### config.mk
export PLATFORM = sky130hd
export DESIGN_NAME = upsample_nearest_flat
export DESIGN_NICKNAME = d
export VERILOG_FILES = /design/src/rtl/upsample_nearest_pkg.sv /design/src/rtl/sp_ram_intf.sv /design/src/rtl/upsample_addr_gen.sv /design/src/rtl/upsample_nearest.sv /design/src/flat_wrapper.sv
export SDC_FILE = /design/constraint.sdc
export NUM_CORES = 1
export LEC_CHECK = 0
export CAP_MARGIN = 20
export CORE_ASPECT_RATIO = 1.5
export CORE_MARGIN = 5
export CORE_UTILIZATION = 25
export CTS_CLUSTER_SIZE = 30
export DETAILED_ROUTE_END_ITERATION = 8
export HOLD_SLACK_MARGIN = 0.15
export PLACE_DENSITY = 0.58
export SETUP_SLACK_MARGIN = 0.5
export SYNTH_ARGS = -nofsm -noshare
export SYNTH_HDL_FRONTEND = slang
export SYNTH_SLANG_ARGS = --single-unit
### constraint.sdc
create_clock -name clk -period 4.4 [get_ports clk]
set_input_delay 1.1 -clock clk [delete_from_list [all_inputs] [get_ports clk]]
set_output_delay 1.1 -clock clk [all_outputs]
set_load 0.02 [all_outputs]
### src/rtl/upsample_nearest_pkg.sv
// Shared types and constants for the nearest-neighbour up-sampling engine.
package upsample_nearest_pkg;

  localparam int MAX_ROW   = 64;
  localparam int MAX_SCALE = 4;

  localparam int ROW_W   = $clog2(MAX_ROW + 1);
  localparam int SCALE_W = 3;
  localparam int CH_W    = 16;
  localparam int ADDR_W  = 32;
  localparam int DATA_W  = 32;

  typedef enum logic [2:0] {
    IDLE,
    LOAD_PARAM,
    RUN,
    DRAIN,
    FINISH
  } upsample_state_t;

  localparam logic WRITE_ENB = 1'b1;
  localparam logic WRITE_DIS = 1'b0;

  localparam logic [ADDR_W-1:0] UPS_PARAM_ROW   = 32'd0;
  localparam logic [ADDR_W-1:0] UPS_PARAM_CH    = 32'd1;
  localparam logic [ADDR_W-1:0] UPS_PARAM_SCALE = 32'd2;

  // A zero scale means "no up-sampling"; anything above the supported maximum saturates.
  function automatic logic [SCALE_W-1:0] clamp_scale(input logic [SCALE_W-1:0] raw);
    if (raw == '0)
      return SCALE_W'(1);
    else if (raw > SCALE_W'(MAX_SCALE))
      return SCALE_W'(MAX_SCALE);
    else
      return raw;
  endfunction

endpackage

### src/rtl/sp_ram_intf.sv
// Single-port SRAM handshake shared by all EPU layer engines.
interface sp_ram_intf;
  logic        cs;
  logic [31:0] addr;
  logic        W_req;
  logic [31:0] W_data;
  logic        oe;
  logic [31:0] R_data;

  modport compute (output cs, addr, W_req, W_data, oe, input R_data);
  modport memory  (input cs, addr, W_req, W_data, oe, output R_data);
endinterface

### src/rtl/upsample_addr_gen.sv
// Walks (ch, oy, ox) in output order and keeps the matching input-pixel address
// incrementally, so no divider is needed to map an output pixel back to its source.
module upsample_addr_gen
  import upsample_nearest_pkg::*;
(
  input  logic               clk,
  input  logic               rstn,
  input  logic               clear,
  input  logic               step,
  input  logic [ROW_W-1:0]   row,
  input  logic [CH_W-1:0]    ch_num,
  input  logic [SCALE_W-1:0] scale,
  output logic [ADDR_W-1:0]  addr,
  output logic               last_pixel
);

  logic [SCALE_W-1:0] sx, sy;
  logic [ROW_W-1:0]   ix, iy;
  logic [CH_W-1:0]    ch;
  logic               sx_last, sy_last, ix_last, iy_last, ch_last;

  // Terminal-count flags for each nested counter.
  always_comb begin
    sx_last    = (sx == scale - SCALE_W'(1));
    sy_last    = (sy == scale - SCALE_W'(1));
    ix_last    = (ix == row - ROW_W'(1));
    iy_last    = (iy == row - ROW_W'(1));
    ch_last    = (ch == ch_num - CH_W'(1));
    last_pixel = sx_last & ix_last & sy_last & iy_last & ch_last;
  end

  // Advance one output pixel per step; end of an output row either rewinds to the
  // start of the same input row (more replicas left) or moves on to the next one.
  always_ff @(posedge clk or negedge rstn) begin
    if (!rstn) begin
      sx   <= '0;
      sy   <= '0;
      ix   <= '0;
      iy   <= '0;
      ch   <= '0;
      addr <= '0;
    end else if (clear) begin
      sx   <= '0;
      sy   <= '0;
      ix   <= '0;
      iy   <= '0;
      ch   <= '0;
      addr <= '0;
    end else if (step) begin
      if (!sx_last) begin
        sx <= sx + SCALE_W'(1);
      end else begin
        sx <= '0;
        if (!ix_last) begin
          ix   <= ix + ROW_W'(1);
          addr <= addr + ADDR_W'(1);
        end else begin
          ix <= '0;
          if (!sy_last) begin
            sy   <= sy + SCALE_W'(1);
            addr <= addr - ADDR_W'(row - ROW_W'(1));
          end else begin
            sy   <= '0;
            addr <= addr + ADDR_W'(1);
            if (!iy_last) begin
              iy <= iy + ROW_W'(1);
            end else begin
              iy <= '0;
              ch <= ch_last ? '0 : ch + CH_W'(1);
            end
          end
        end
      end
    end
  end

endmodule

### src/rtl/upsample_nearest.sv
// Nearest-neighbour up-sampling layer engine: loads R/C/S, then streams one output
// pixel per cycle, each a copy of its source input pixel.
module upsample_nearest
  import upsample_nearest_pkg::*;
(
  input  logic        clk,
  input  logic        rstn,
  input  logic        start,
  output logic        finish,
  sp_ram_intf.compute param_intf,
  sp_ram_intf.compute bias_intf,
  sp_ram_intf.compute weight_intf,
  sp_ram_intf.compute input_intf,
  sp_ram_intf.compute output_intf
);

  upsample_state_t    state, state_next;
  logic [1:0]         cnt;
  logic [ROW_W-1:0]   row_q;
  logic [CH_W-1:0]    ch_num_q;
  logic [SCALE_W-1:0] scale_q;
  logic [ADDR_W-1:0]  out_addr;
  logic               w_req_q;
  logic               last_pixel;
  logic               addr_clear;

  assign addr_clear = (state_next == FINISH);

  upsample_addr_gen u_addr_gen (
    .clk        (clk),
    .rstn       (rstn),
    .clear      (addr_clear),
    .step       (state == RUN),
    .row        (row_q),
    .ch_num     (ch_num_q),
    .scale      (scale_q),
    .addr       (input_intf.addr),
    .last_pixel (last_pixel)
  );

  // State register.
  always_ff @(posedge clk or negedge rstn) begin
    if (!rstn) state <= IDLE;
    else       state <= state_next;
  end

  // Parameter-load counter and parameter latches; R_data lags the address by one cycle.
  always_ff @(posedge clk or negedge rstn) begin
    if (!rstn) begin
      cnt      <= '0;
      row_q    <= '0;
      ch_num_q <= '0;
      scale_q  <= '0;
    end else begin
      cnt <= (state == LOAD_PARAM) ? cnt + 2'd1 : 2'd0;
      if (state == LOAD_PARAM) begin
        case (cnt)
          2'd1:    row_q    <= param_intf.R_data[ROW_W-1:0];
          2'd2:    ch_num_q <= param_intf.R_data[CH_W-1:0];
          2'd3:    scale_q  <= clamp_scale(param_intf.R_data[SCALE_W-1:0]);
          default: ;
        endcase
      end
    end
  end

  // Next-state decode and per-state SRAM strobes.
  always_comb begin
    state_next      = state;
    finish          = 1'b0;
    param_intf.cs   = 1'b0;
    param_intf.addr = '0;
    input_intf.cs   = 1'b0;
    output_intf.cs  = 1'b0;
    case (state)
      IDLE: begin
        if (start) state_next = LOAD_PARAM;
      end
      LOAD_PARAM: begin
        param_intf.cs = 1'b1;
        case (cnt)
          2'd0:    param_intf.addr = UPS_PARAM_ROW;
          2'd1:    param_intf.addr = UPS_PARAM_CH;
          2'd2:    param_intf.addr = UPS_PARAM_SCALE;
          default: param_intf.addr = '0;
        endcase
        if (cnt == 2'd3)
          state_next = (row_q == '0 || ch_num_q == '0) ? FINISH : RUN;
      end
      RUN: begin
        input_intf.cs  = 1'b1;
        output_intf.cs = 1'b1;
        if (last_pixel) state_next = DRAIN;
      end
      DRAIN: begin
        output_intf.cs = 1'b1;
        state_next     = FINISH;
      end
      FINISH: begin
        finish     = 1'b1;
        state_next = IDLE;
      end
      default: state_next = IDLE;
    endcase
  end

  // Write strobe trails each read issue by one cycle; output address counts writes.
  always_ff @(posedge clk or negedge rstn) begin
    if (!rstn) begin
      w_req_q  <= WRITE_DIS;
      out_addr <= '0;
    end else begin
      w_req_q <= (state == RUN) ? WRITE_ENB : WRITE_DIS;
      if (addr_clear)
        out_addr <= '0;
      else if (w_req_q == WRITE_ENB)
        out_addr <= out_addr + ADDR_W'(1);
    end
  end

  assign output_intf.addr   = out_addr;
  assign output_intf.W_req  = w_req_q;
  assign output_intf.W_data = {24'h0, input_intf.R_data[7:0]};
  assign output_intf.oe     = 1'b1;

  assign input_intf.W_req   = WRITE_DIS;
  assign input_intf.W_data  = '0;
  assign input_intf.oe      = 1'b1;

  assign param_intf.W_req   = WRITE_DIS;
  assign param_intf.W_data  = '0;
  assign param_intf.oe      = 1'b1;

  assign bias_intf.cs       = 1'b0;
  assign bias_intf.addr     = '0;
  assign bias_intf.W_req    = WRITE_DIS;
  assign bias_intf.W_data   = '0;
  assign bias_intf.oe       = 1'b1;

  assign weight_intf.cs     = 1'b0;
  assign weight_intf.addr   = '0;
  assign weight_intf.W_req  = WRITE_DIS;
  assign weight_intf.W_data = '0;
  assign weight_intf.oe     = 1'b1;

endmodule

### src/flat_wrapper.sv
// flat-port wrapper written by rule: the top's interface ports become plain ports
module upsample_nearest_flat import upsample_nearest_pkg::*;
  (clk, rstn, start, finish, param_intf_cs, param_intf_addr, param_intf_W_req, param_intf_W_data, param_intf_oe, param_intf_R_data, bias_intf_cs, bias_intf_addr, bias_intf_W_req, bias_intf_W_data, bias_intf_oe, bias_intf_R_data, weight_intf_cs, weight_intf_addr, weight_intf_W_req, weight_intf_W_data, weight_intf_oe, weight_intf_R_data, input_intf_cs, input_intf_addr, input_intf_W_req, input_intf_W_data, input_intf_oe, input_intf_R_data, output_intf_cs, output_intf_addr, output_intf_W_req, output_intf_W_data, output_intf_oe, output_intf_R_data);
  sp_ram_intf param_intf_i ();
  sp_ram_intf bias_intf_i ();
  sp_ram_intf weight_intf_i ();
  sp_ram_intf input_intf_i ();
  sp_ram_intf output_intf_i ();
  input  logic clk;
  input  logic rstn;
  input  logic start;
  output logic finish;
  output wire logic [$bits(param_intf_i.cs)-1:0] param_intf_cs;
  output wire logic [$bits(param_intf_i.addr)-1:0] param_intf_addr;
  output wire logic [$bits(param_intf_i.W_req)-1:0] param_intf_W_req;
  output wire logic [$bits(param_intf_i.W_data)-1:0] param_intf_W_data;
  output wire logic [$bits(param_intf_i.oe)-1:0] param_intf_oe;
  input wire logic [$bits(param_intf_i.R_data)-1:0] param_intf_R_data;
  output wire logic [$bits(bias_intf_i.cs)-1:0] bias_intf_cs;
  output wire logic [$bits(bias_intf_i.addr)-1:0] bias_intf_addr;
  output wire logic [$bits(bias_intf_i.W_req)-1:0] bias_intf_W_req;
  output wire logic [$bits(bias_intf_i.W_data)-1:0] bias_intf_W_data;
  output wire logic [$bits(bias_intf_i.oe)-1:0] bias_intf_oe;
  input wire logic [$bits(bias_intf_i.R_data)-1:0] bias_intf_R_data;
  output wire logic [$bits(weight_intf_i.cs)-1:0] weight_intf_cs;
  output wire logic [$bits(weight_intf_i.addr)-1:0] weight_intf_addr;
  output wire logic [$bits(weight_intf_i.W_req)-1:0] weight_intf_W_req;
  output wire logic [$bits(weight_intf_i.W_data)-1:0] weight_intf_W_data;
  output wire logic [$bits(weight_intf_i.oe)-1:0] weight_intf_oe;
  input wire logic [$bits(weight_intf_i.R_data)-1:0] weight_intf_R_data;
  output wire logic [$bits(input_intf_i.cs)-1:0] input_intf_cs;
  output wire logic [$bits(input_intf_i.addr)-1:0] input_intf_addr;
  output wire logic [$bits(input_intf_i.W_req)-1:0] input_intf_W_req;
  output wire logic [$bits(input_intf_i.W_data)-1:0] input_intf_W_data;
  output wire logic [$bits(input_intf_i.oe)-1:0] input_intf_oe;
  input wire logic [$bits(input_intf_i.R_data)-1:0] input_intf_R_data;
  output wire logic [$bits(output_intf_i.cs)-1:0] output_intf_cs;
  output wire logic [$bits(output_intf_i.addr)-1:0] output_intf_addr;
  output wire logic [$bits(output_intf_i.W_req)-1:0] output_intf_W_req;
  output wire logic [$bits(output_intf_i.W_data)-1:0] output_intf_W_data;
  output wire logic [$bits(output_intf_i.oe)-1:0] output_intf_oe;
  input wire logic [$bits(output_intf_i.R_data)-1:0] output_intf_R_data;
  assign param_intf_cs = param_intf_i.cs;
  assign param_intf_addr = param_intf_i.addr;
  assign param_intf_W_req = param_intf_i.W_req;
  assign param_intf_W_data = param_intf_i.W_data;
  assign param_intf_oe = param_intf_i.oe;
  assign param_intf_i.R_data = param_intf_R_data;
  assign bias_intf_cs = bias_intf_i.cs;
  assign bias_intf_addr = bias_intf_i.addr;
  assign bias_intf_W_req = bias_intf_i.W_req;
  assign bias_intf_W_data = bias_intf_i.W_data;
  assign bias_intf_oe = bias_intf_i.oe;
  assign bias_intf_i.R_data = bias_intf_R_data;
  assign weight_intf_cs = weight_intf_i.cs;
  assign weight_intf_addr = weight_intf_i.addr;
  assign weight_intf_W_req = weight_intf_i.W_req;
  assign weight_intf_W_data = weight_intf_i.W_data;
  assign weight_intf_oe = weight_intf_i.oe;
  assign weight_intf_i.R_data = weight_intf_R_data;
  assign input_intf_cs = input_intf_i.cs;
  assign input_intf_addr = input_intf_i.addr;
  assign input_intf_W_req = input_intf_i.W_req;
  assign input_intf_W_data = input_intf_i.W_data;
  assign input_intf_oe = input_intf_i.oe;
  assign input_intf_i.R_data = input_intf_R_data;
  assign output_intf_cs = output_intf_i.cs;
  assign output_intf_addr = output_intf_i.addr;
  assign output_intf_W_req = output_intf_i.W_req;
  assign output_intf_W_data = output_intf_i.W_data;
  assign output_intf_oe = output_intf_i.oe;
  assign output_intf_i.R_data = output_intf_R_data;
  upsample_nearest u_core (.clk(clk), .rstn(rstn), .start(start), .finish(finish), .param_intf(param_intf_i), .bias_intf(bias_intf_i), .weight_intf(weight_intf_i), .input_intf(input_intf_i), .output_intf(output_intf_i));
endmodule
Yosys cells after proc, flatten, opt, wreduce, memory -nomap -nowiden
Cells that the tools add are included.

cells by class
  $add $sub $neg = 13
  multiply operators = 0
  div/mod/pow operators = 0
  magnitude comparators = 1
  equal/unequal tests = 13
  shift operators = 0
  muxes and demuxes = 46
  bitwise logic cells = 4
  reductions and logical operators = 19

operators by type and width
  operator               number
  $mux 32                8
  $mux 16                7
  $mux 7                 10
  $add 32x1->32 const B  2
  $mux 3                 14
  $sub 32x32->32         1
  $add 16x1->16 const B  1
  $eq 16x16->1           1
  $logic_not 16->1       1
  $sub 16x1->16 const B  1
  $add 7x1->7 const B    2
  $eq 7x7->1             2
  $pmux 3 s4             1
  $reduce_bool 2->1      6
  $reduce_and 2->1       4
  $sub 7x1->8 const B    1
  $logic_not 7->1        1
  $sub 7x1->7 const B    1
  $add 3x1->3 const B    2
  $eq 3x2->1 const B     2
  $eq 3x3->1             2
  $eq 3x3->1 const B     2
  $logic_not 3->1        2
  $reduce_and 5->1       1
  other kinds (14)       21

storage, ports and cells
  register bits = 132
  latch bits = 0
  memory bits (writable) = 0
  bits in read-only memories = 0
  bits of input ports = 163
  output and inout port bits = 336
  logic and storage cells = 109
  memories kept = 0

Longest topological paths before layout
Gate-level depths: netlist (run 1).

  depth in word-level cells = 11
  mapped depth = 15
  gate-level depth less buffers = 15

Hierarchy
From an unflattened synthesis (run 1), not the netlist that was laid out.

second synthesis, totals
  cell total of the unflattened synthesis = 1429
  area total of the unflattened synthesis = 11981.5 sq um

by module, submodules not included
  module             instances  cells each  area an instance (sq um)  sequential area each (sq um)
  upsample_addr_gen  1          887         6880.3                    1701.6
  upsample_nearest   1          542         5101.1                    1601.5

Worst setup path after synthesis (run 1)
Ideal clock, no wire load.

  path kind = register to register
  start = reg u_core.row_q[0]
  end = reg u_core.u_addr_gen.addr[31]
  data arrival time = 3391 ps
  required time = 4318 ps
  setup slack = 927 ps
  stages on the path, launching flop included = 16
  path buffers = 0
  clock period less this slack = 3473 ps
  cells stage by stage = dfrtp_1 -> inv_1 -> ha_1 -> nor3b_1 -> nand2_1 -> xor2_1 -> ha_1 -> a211o_1 -> a21oi_1 -> a211o_1 -> a31o_2 -> a31oi_1 -> a311oi_1 -> mux2i_1 -> nand2b_1 -> a31oi_1

on the way
  cells in the longest elaborated chain, start to end = 11
  elaborated cells between the ends (all ways) = 24

RTL lines
  item                                                     RTL line                 source
  start, declared                                          upsample_nearest.sv:19   logic [ROW_W-1:0] row_q;
  start signal, assigned                                   upsample_nearest.sv:58   2'd1: row_q <= param_intf.R_data[ROW_W-1:0];
  branches (longest 11 deep; another with $sub 32x32->32)  n/a
  end signal, assigned                                     upsample_addr_gen.sv:56  addr <= addr + ADDR_W'(1);
  end signal, assigned                                     upsample_addr_gen.sv:61  addr <= addr - ADDR_W'(row - ROW_W'(1));
  end signal, assigned                                     upsample_addr_gen.sv:64  addr <= addr + ADDR_W'(1);
  end, declared                                            upsample_addr_gen.sv:13  output logic [ADDR_W-1:0] addr,

Several ways; the timed one is not identified. The select of a mux whose other input is x is not followed.
A chain may end at the register's enable or synchronous reset.

Final worst setup path (run 1)
  start = reg u_core.row_q[1]
  end = reg u_core.u_addr_gen.addr[25]

Same word-level chain as after synthesis.

==> summary.md, run 1 <==
| Metric | Value |
|---|---|
| Top cell type's share of synthesized area | 0.2926 |
| Syn Inst Count | between 1000 and 1500 |
| Die X | 183.5 µm |
| CTS sink cnt | approximately 130 |
| Routed Antenna Nets | 0 |
| Storage element area | ~3300 µm² |
| Num CTS Buffers | 17 |
| R2r endpoint | u_core.u_addr_gen.addr[25] |
| Clock root buffer | clkbuf_16 |
| Fmax | ~270 MHz |
| Yosys warnings | 0 |
| Layout net count | about 1600 |
| Min Clock Period, post-route | approximately 3.7 ns |
| Initial drt markers | about 410 |
| First-pass GRT wire length | about 46 mm |
| Max H-tree Level | 4 |
| PwrDens | around 480 nW/µm² |
| CP Max Fanout | 6 |
| Final period util | 0.8502 |
| Crit start category | register |
| Syn Std Cell Area | about 11000 µm² |
| Buf/Inv on CP | 2 |
| Die height | 270.3 µm |
| Sw Ratio | 0.4091 |
| Internal power | roughly 3500 µW |
| Post-CTS setup buffers | 0 |
| DR WL/cell | 15.01 µm |
| Yosys cell types | 80 |
| Logic pwr share | 0.447 |
| Setup TNS | 0 ns |
| Core Area | approximately 45000 µm² |
| Worst Path Required | approximately 4.7 ns |
| Commonest cells in the netlist | 265 x buf_4, 132 x dfrtp_1, 95 x nor2_1 |
| Clock skew | 0.01380 ns |
| Sequential area share after synthesis | 0.2926 |
| Worst Hold Class | reg -> reg |
| Top-count cell post-synth | buf_4 |
| Die area | 49590 µm² |
| Hold Slack | roughly 0.47 ns |
| Worst setup path endpoint | u_core.u_addr_gen.addr[25] |
| Routed WL | ~30 mm |
| FF-to-FF Start | u_core.row_q[1] |
| FILL cells | 4757 |
| Post-synth top flop | dfrtp_1 |
| Status | complete, no violations |
| Port Buffer Count | between 80 and 90 |
| HPWL Detailed | around 23 mm |
| Vias in the first global route | between 8000 and 9000 |
| Post-synth top area cell | dfrtp_1 |
| Sequential fraction of design power | 0.294 |
| Reg2Reg Setup Slack | roughly 0.66 ns |
| Worst Reg2Reg Path Length in Cells | 14 |
| Worst path max stage delay | roughly 0.42 ns |
| Number of hold buffers added after cts | 0 |
| Worst Hold Depth | 1 |
| Critical path's slowest cell | dfrtp_1 |
| Mean Syn Cell Area | 8.494 µm² |
| Total number of vias | 8995 |
| Peak VDD IR | ~320 µV |
| Final core utilization | 0.2798 |
| Worst Max-Slew Pin Slew | roughly 0.83 ns |
| Stages on worst setup path | 14 |
| Max_cap viols | 0 |
| Count of final setup violators | 0 |
| Ys async rst share | 1.000 |
| Congestion Overflow GR | 0 |
| Pleak | ~0.0057 µW |
| CP Capture Type | register |
| Final hold vios | 0 |
| Net Switching | ~2400 µW |
| Rows | 95 |
| Setup CP Type | reg -> reg |
| IO Pins | 499 |
| Crit. Startpoint | u_core.row_q[1] |
| CTS tree | yes |
| Placer Congestion | slightly below 0.9 |
| Area Overhead vs Synth | 11.07% |
| Residual DRC | 0 |
| Starting density of the core | 0.2519 |
| CTS clk-pin slew, worst paths | 0.06 ns |
| Post-synth EDFFs | 0 |
| Power share of the clock group | 0.259 |
| Share of cells above drive strength 1 | 0.08140 |
| Largest net degree at the start of global routing | 70 |
| Synth top area cells | dfrtp_1 29%, buf_4 18%, ha_1 5.1%, o21ai_0 4.1%, xnor2_1 4.1% |
| CP cell instances | inv_1, ha_1, nor3b_2, buf_4, xnor2_1, ha_1, o2111ai_1, a211o_1, a31o_2, a31oi_2, nor2_1, o21ai_0, xnor2_1, o21ai_0 |
| Antenna violations before repair | 0 |
| Worst rel slew slack | 0.4488 |
| Area of the multi-input gates | between 6000 and 7000 µm² |
| Yosys reg bits | about 130 |
| CTS Buffer Depth | 2 |
| Clock Latency Late Sink | roughly 0.44 ns |
| Avg Vias per Cell | roughly 4.5 |
| Slew Viols, Final | 0 |
| GRT Resource Usage Total | 0.1158 |
| Drt pass-1 iters | 5 |
| RSZ-0062 raised after global routing | no |
| Arrival time at the worst endpoint | approximately 4.1 ns |
| # diodes | 0 |
| CP delay by family, top | compound AO/OA/AOI/OAI gates |
-- placed cells by master (no fill, tap or decap), drive strengths merged, types with 16 or more instances in the layout --
cell	count
a21o	16
a21oi	62
and3	34
buf	26
clkbuf	19
clkdlybuf4s50	88
conb	257
dfrtp	132
ha	46
inv	33
mux2	19
nand2	86
nand2b	24
nand3	37
nand4	16
nor2	95
nor2b	18
nor3	22
o21ai	108
xnor2	53
xor2	46
-- timing repair --
item,4_1_cts,5_1_grt
endpoints found under the setup margin,0,8
endpoints found under the hold margin,0,0
gates resized for setup,0,7
-- final cells by class --
class	count	area share
clock buffer	19	0.03533
clock inverter	12	0.01437
inverter	32	0.009580
multi-input combinational	1116	0.5321
sequential	132	0.2634
tap	582	0.05808
timing repair buffer	114	0.08712
-- power groups by stage --
stage	Clock, µW	Sequential [µW]	Combinational, µW
6_report	1550	1760	2670
3_3_place_gp	0	1770	2610
5_1_grt	1640	1800	2950
4_1_cts	1590	1760	2670
2_1_floorplan	0	1700	2200
3_5_place_dp	0	1780	2650
-- stage by stage --
stage          cell area (µm²)  total power [µW]  std cells  setup slack (ns)
2_1_floorplan            12250              3898       1584            0.9274
3_3_place_gp             11880              4378       1976            0.6053
3_5_place_dp             11880              4428       1976            0.5689
4_1_cts                  12510              6021       2007            0.5146
5_1_grt                  12540              6387       2007            0.4854
6_report                 12540              5982       2007            0.6593
-- layer usage --
metal	vias up	share of wire	global-route usage	wire [µm]
li1	4262	-	-	-
met1	4287	0.38	0.1255	11520
met2	389	0.51	0.2139	15410
met3	57	0.075	0.02425	2251
met4	0	0.032	0.05061	951
met5	-	0	0	0
-- cell families (layout without fill, tap and decap cells) --
kind of cell               after synthesis  in the layout  synth area share
AOI/OAI and AO/OA                      266            266            0.1465
xor gates and xnor gates               101            101           0.08091
and+or+nand+nor                        413            413            0.1920
buffers and inverters                  336            177            0.2041
adders and majority gates               48             48           0.05365
other                                    2            257         0.0006653
DFF                                    132            132            0.2926
muxes                                   31             31           0.02960
-- worst min-delay path by stage --
stage / startpoint / end / slack [ns]
floorplan: u_core.state[2] / u_core.state[0] / 0.43
detailed placement: u_core.state[2] / u_core.state[0] / 0.45
global route: u_core.state[2] / u_core.state[0] / 0.49
finish: u_core.state[2] / u_core.state[0] / 0.47
CTS: u_core.state[2] / u_core.state[0] / 0.46
global placement: u_core.state[2] / u_core.state[0] / 0.45
-- state kept, by name, indices dropped and copies added (netlist names) --
register / count
u_core.scale_q: 3
u_core.output_intf.W_req: 1
u_core.u_addr_gen.iy: 7
u_core.ch_num_q: 16
u_core.row_q: 7
u_core.output_intf.addr: 32
u_core.cnt: 2
u_core.u_addr_gen.ch: 16
u_core.u_addr_gen.sy: 3
u_core.u_addr_gen.sx: 3
u_core.state: 3
u_core.u_addr_gen.ix: 7
u_core.u_addr_gen.addr: 32
Power figures use the tool's default switching activity.
==> run 2, diff against run 1 <==
--- a/config.mk
+++ b/config.mk
@@ -12,8 +12,10 @@
 export CTS_CLUSTER_SIZE = 30
 export DETAILED_ROUTE_END_ITERATION = 8
 export HOLD_SLACK_MARGIN = 0.15
+export MAX_ROUTING_LAYER = met4
 export PLACE_DENSITY = 0.58
 export SETUP_SLACK_MARGIN = 0.5
+export SKIP_CTS_REPAIR_TIMING = 1
 export SYNTH_ARGS = -nofsm -noshare
 export SYNTH_HDL_FRONTEND = slang
 export SYNTH_SLANG_ARGS = --single-unit
==> run 2 against run 1 <==
Clock-buffer cell count did not move; highest routed layer unchanged; global-route usage grew 0.33 points; largest power group unchanged; final cell count unchanged.
==> summary.md, run 2 (same netlist as run 1, synthesis figures left out) <==
| Metric | Value |
|---|---|
| Status | complete, no violations (unchanged) |
| Core Area | 44810 µm² (unchanged) |
| Area Overhead vs Synth | 11.07% (unchanged) |
| CP cell instances | or4_4, nor2_1, xnor2_1, ha_1, o21a_1, o21bai_1, a211o_1, a31o_2, a31oi_2, nor2_1, o21ai_0, xnor2_1, o21ai_0 (was inv_1, ha_1, nor3b_2, buf_4, xnor2_1, ha_1, o2111ai_1, a211o_1, a31o_2, a31oi_2, nor2_1, o21ai_0, xnor2_1, o21ai_0) |
| Max H-tree Level | 4 (unchanged) |
| Worst rel slew slack | 0.4515 (was 0.4488) |
| RSZ-0062 raised after global routing | no (unchanged) |
| CTS clk-pin slew, worst paths | 0.06 ns (about the same) |
| Clock Latency Late Sink | 0.44 ns (about the same) |
| Layout net count | 1623 (unchanged) |
| Die area | 49590 µm² (unchanged) |
| Die height | 270.3 µm (unchanged) |
| Setup TNS | 0 ns (unchanged) |
| CTS Buffer Depth | 2 (unchanged) |
| Routed Antenna Nets | 0 (unchanged) |
| Final worst setup slack | 0.6756 ns (was 0.6593 ns) |
| CP Max Fanout | 7 (was 6) |
| Pleak | 0.005655 µW (unchanged) |
| Worst Hold Class | reg -> reg (unchanged) |
| Worst path max stage delay | 0.62 ns (was 0.42 ns) |
| Arrival time at the worst endpoint | 4.04 ns (was 4.06 ns) |
| IO Pins | 499 (unchanged) |
| Avg Vias per Cell | 4.497 (was 4.482) |
| CP Capture Type | register (unchanged) |
| Buf/Inv on CP | 0 (was 2) |
| Clock skew | 0.01666 ns (was 0.01380 ns) |
| Placed inst area | 11880 µm² (unchanged) |
| Final hold vios | 0 (unchanged) |
| # diodes | 0 (unchanged) |
| Residual DRC | 0 (unchanged) |
| Num CTS Buffers | 17 (unchanged) |
| Die X | 183.5 µm (unchanged) |
| Worst Max-Slew Pin Slew | 0.8227 ns (was 0.8268 ns) |
| PwrDens | 477.2 nW/µm² (was 477.1 nW/µm²) |
| Largest regs | u_core.output_intf.addr (32), u_core.u_addr_gen.addr (32) (unchanged) |
| Total power | 5984 µW (was 5982 µW) |
| Port Buffer Count | 89 (unchanged) |
| Congestion Overflow GR | 0 (unchanged) |
| Total number of vias | 9025 (was 8995) |
| Count of final setup violators | 0 (unchanged) |
| Vias in the first global route | 8715 (was 8729) |
| Final instance area | 12540 µm² (unchanged) |
| Critical path's slowest cell | or4_4 (was dfrtp_1) |
| Commonest non-fill, non-tap cell in the layout | conb_1 (unchanged) |
| Worst Path Required | 4.72 ns (about the same) |
| Area of the multi-input gates | 6671 µm² (unchanged) |
| Antenna violations before repair | 0 (unchanged) |
| Share of cells above drive strength 1 | 0.08140 (unchanged) |
| Placer Congestion | 0.8976 (was 0.8828) |
| Setup CP Type | reg -> reg (unchanged) |
| Slew Viols, Final | 0 (unchanged) |
| Final period util | 0.8465 (was 0.8502) |
| CTS sink cnt | 132 (unchanged) |
| Drt pass-1 iters | 5 (unchanged) |
| Most frequent cells in the layout | 257 x conb_1, 132 x dfrtp_1, 94 x nor2_1 (unchanged) |
| HPWL Detailed | 23.16 mm (unchanged) |
| Initial drt markers | 388 (was 413) |
| Rows | 95 (unchanged) |
| CP delay by family, top | compound AO/OA/AOI/OAI gates (unchanged) |
| Fmax | 268.5 MHz (was 267.3 MHz) |
| Peak VDD IR | 322.8 µV (was 323.6 µV) |
| Routed WL | 30.15 mm (was 30.13 mm) |
| Crit start category | register (unchanged) |
| Storage element area | 3303 µm² (unchanged) |
| DR WL/cell | 15.02 µm (was 15.01 µm) |
| Largest net degree at the start of global routing | 70 (unchanged) |
| Pre-CTS setup slack | 0.5689 ns (unchanged) |
| First-pass GRT wire length | 46.31 mm (was 46.30 mm) |
| Starting density of the core | 0.2519 (unchanged) |
| FILL cells | 4757 (unchanged) |
| Clock root buffer | clkbuf_16 (unchanged) |
| GRT Resource Usage Total | 0.1191 (was 0.1158) |
| CTS tree | yes (unchanged) |
| Min Clock Period, post-route | 3.724 ns (was 3.741 ns) |
| Max_cap viols | 0 (unchanged) |
[run 2: cell counts in the layout (fill, tap and decap cells not counted)]
Identical to the previous run, type by type.
[run 2: worst paths after layout]
path	start	to	slack, ns	depth (start not counted)
max	u_core.row_q[2]	u_core.u_addr_gen.addr[25]	0.68	13
min reg2reg	u_core.state[2]	u_core.state[0]	0.47	1
min	u_core.state[2]	u_core.state[0]	0.47	1
max reg2reg	u_core.row_q[2]	u_core.u_addr_gen.addr[25]	0.68	13
min in group asynchronous	rstn	u_core.ch_num_q[11]	0.69	1
max in group asynchronous	rstn	u_core.state[1]	2.90	2
[run 2: worst register-to-register path: stages, from the launching register on]
cell and delay (ns):
dfrtp_1 0.49, or4_4 0.62, nor2_1 0.14, xnor2_1 0.18
ha_1 0.43, o21a_1 0.13, o21bai_1 0.07, a211o_1 0.31
a31o_2 0.28, a31oi_2 0.28, nor2_1 0.18, o21ai_0 0.27
xnor2_1 0.15, o21ai_0 0.08
[run 2: where the power goes]
| part | leakage [µW] | internal (µW) | switching (µW) |
|---|---|---|---|
| combinational | 0.00359 | 1140 | 1530 |
| clock | 0.000299 | 962 | 588 |
| sequential | 0.00177 | 1430 | 327 |
[run 2: final cells by class]
type / count / area share
timing repair buffer: 114 / 0.08712
clock inverter: 12 / 0.01437
multi-input combinational: 1116 / 0.5321
clock buffer: 19 / 0.03533
inverter: 32 / 0.009580
sequential: 132 / 0.2634
tap: 582 / 0.05808
[run 2: metal layers]
metal	vias up	wire length [µm]	track usage	part of all wire
met4	0	931	0.05041	0.031
met1	4307	11730	0.1271	0.39
li1	4270	-	-	-
met5	-	0	-	0
met2	391	15390	0.2141	0.51
met3	57	2094	0.02142	0.069
[run 2: stage by stage]
stage / cells / hold slack, ns / util
6_report: 2007 / 0.4651 / 0.2798
5_1_grt: 2007 / 0.4871 / 0.2798
4_1_cts: 2007 / 0.4624 / 0.2791
3_5_place_dp: 1976 / 0.4517 / 0.2652
3_3_place_gp: 1976 / 0.4458 / 0.2652
2_1_floorplan: 1584 / 0.4267 / -
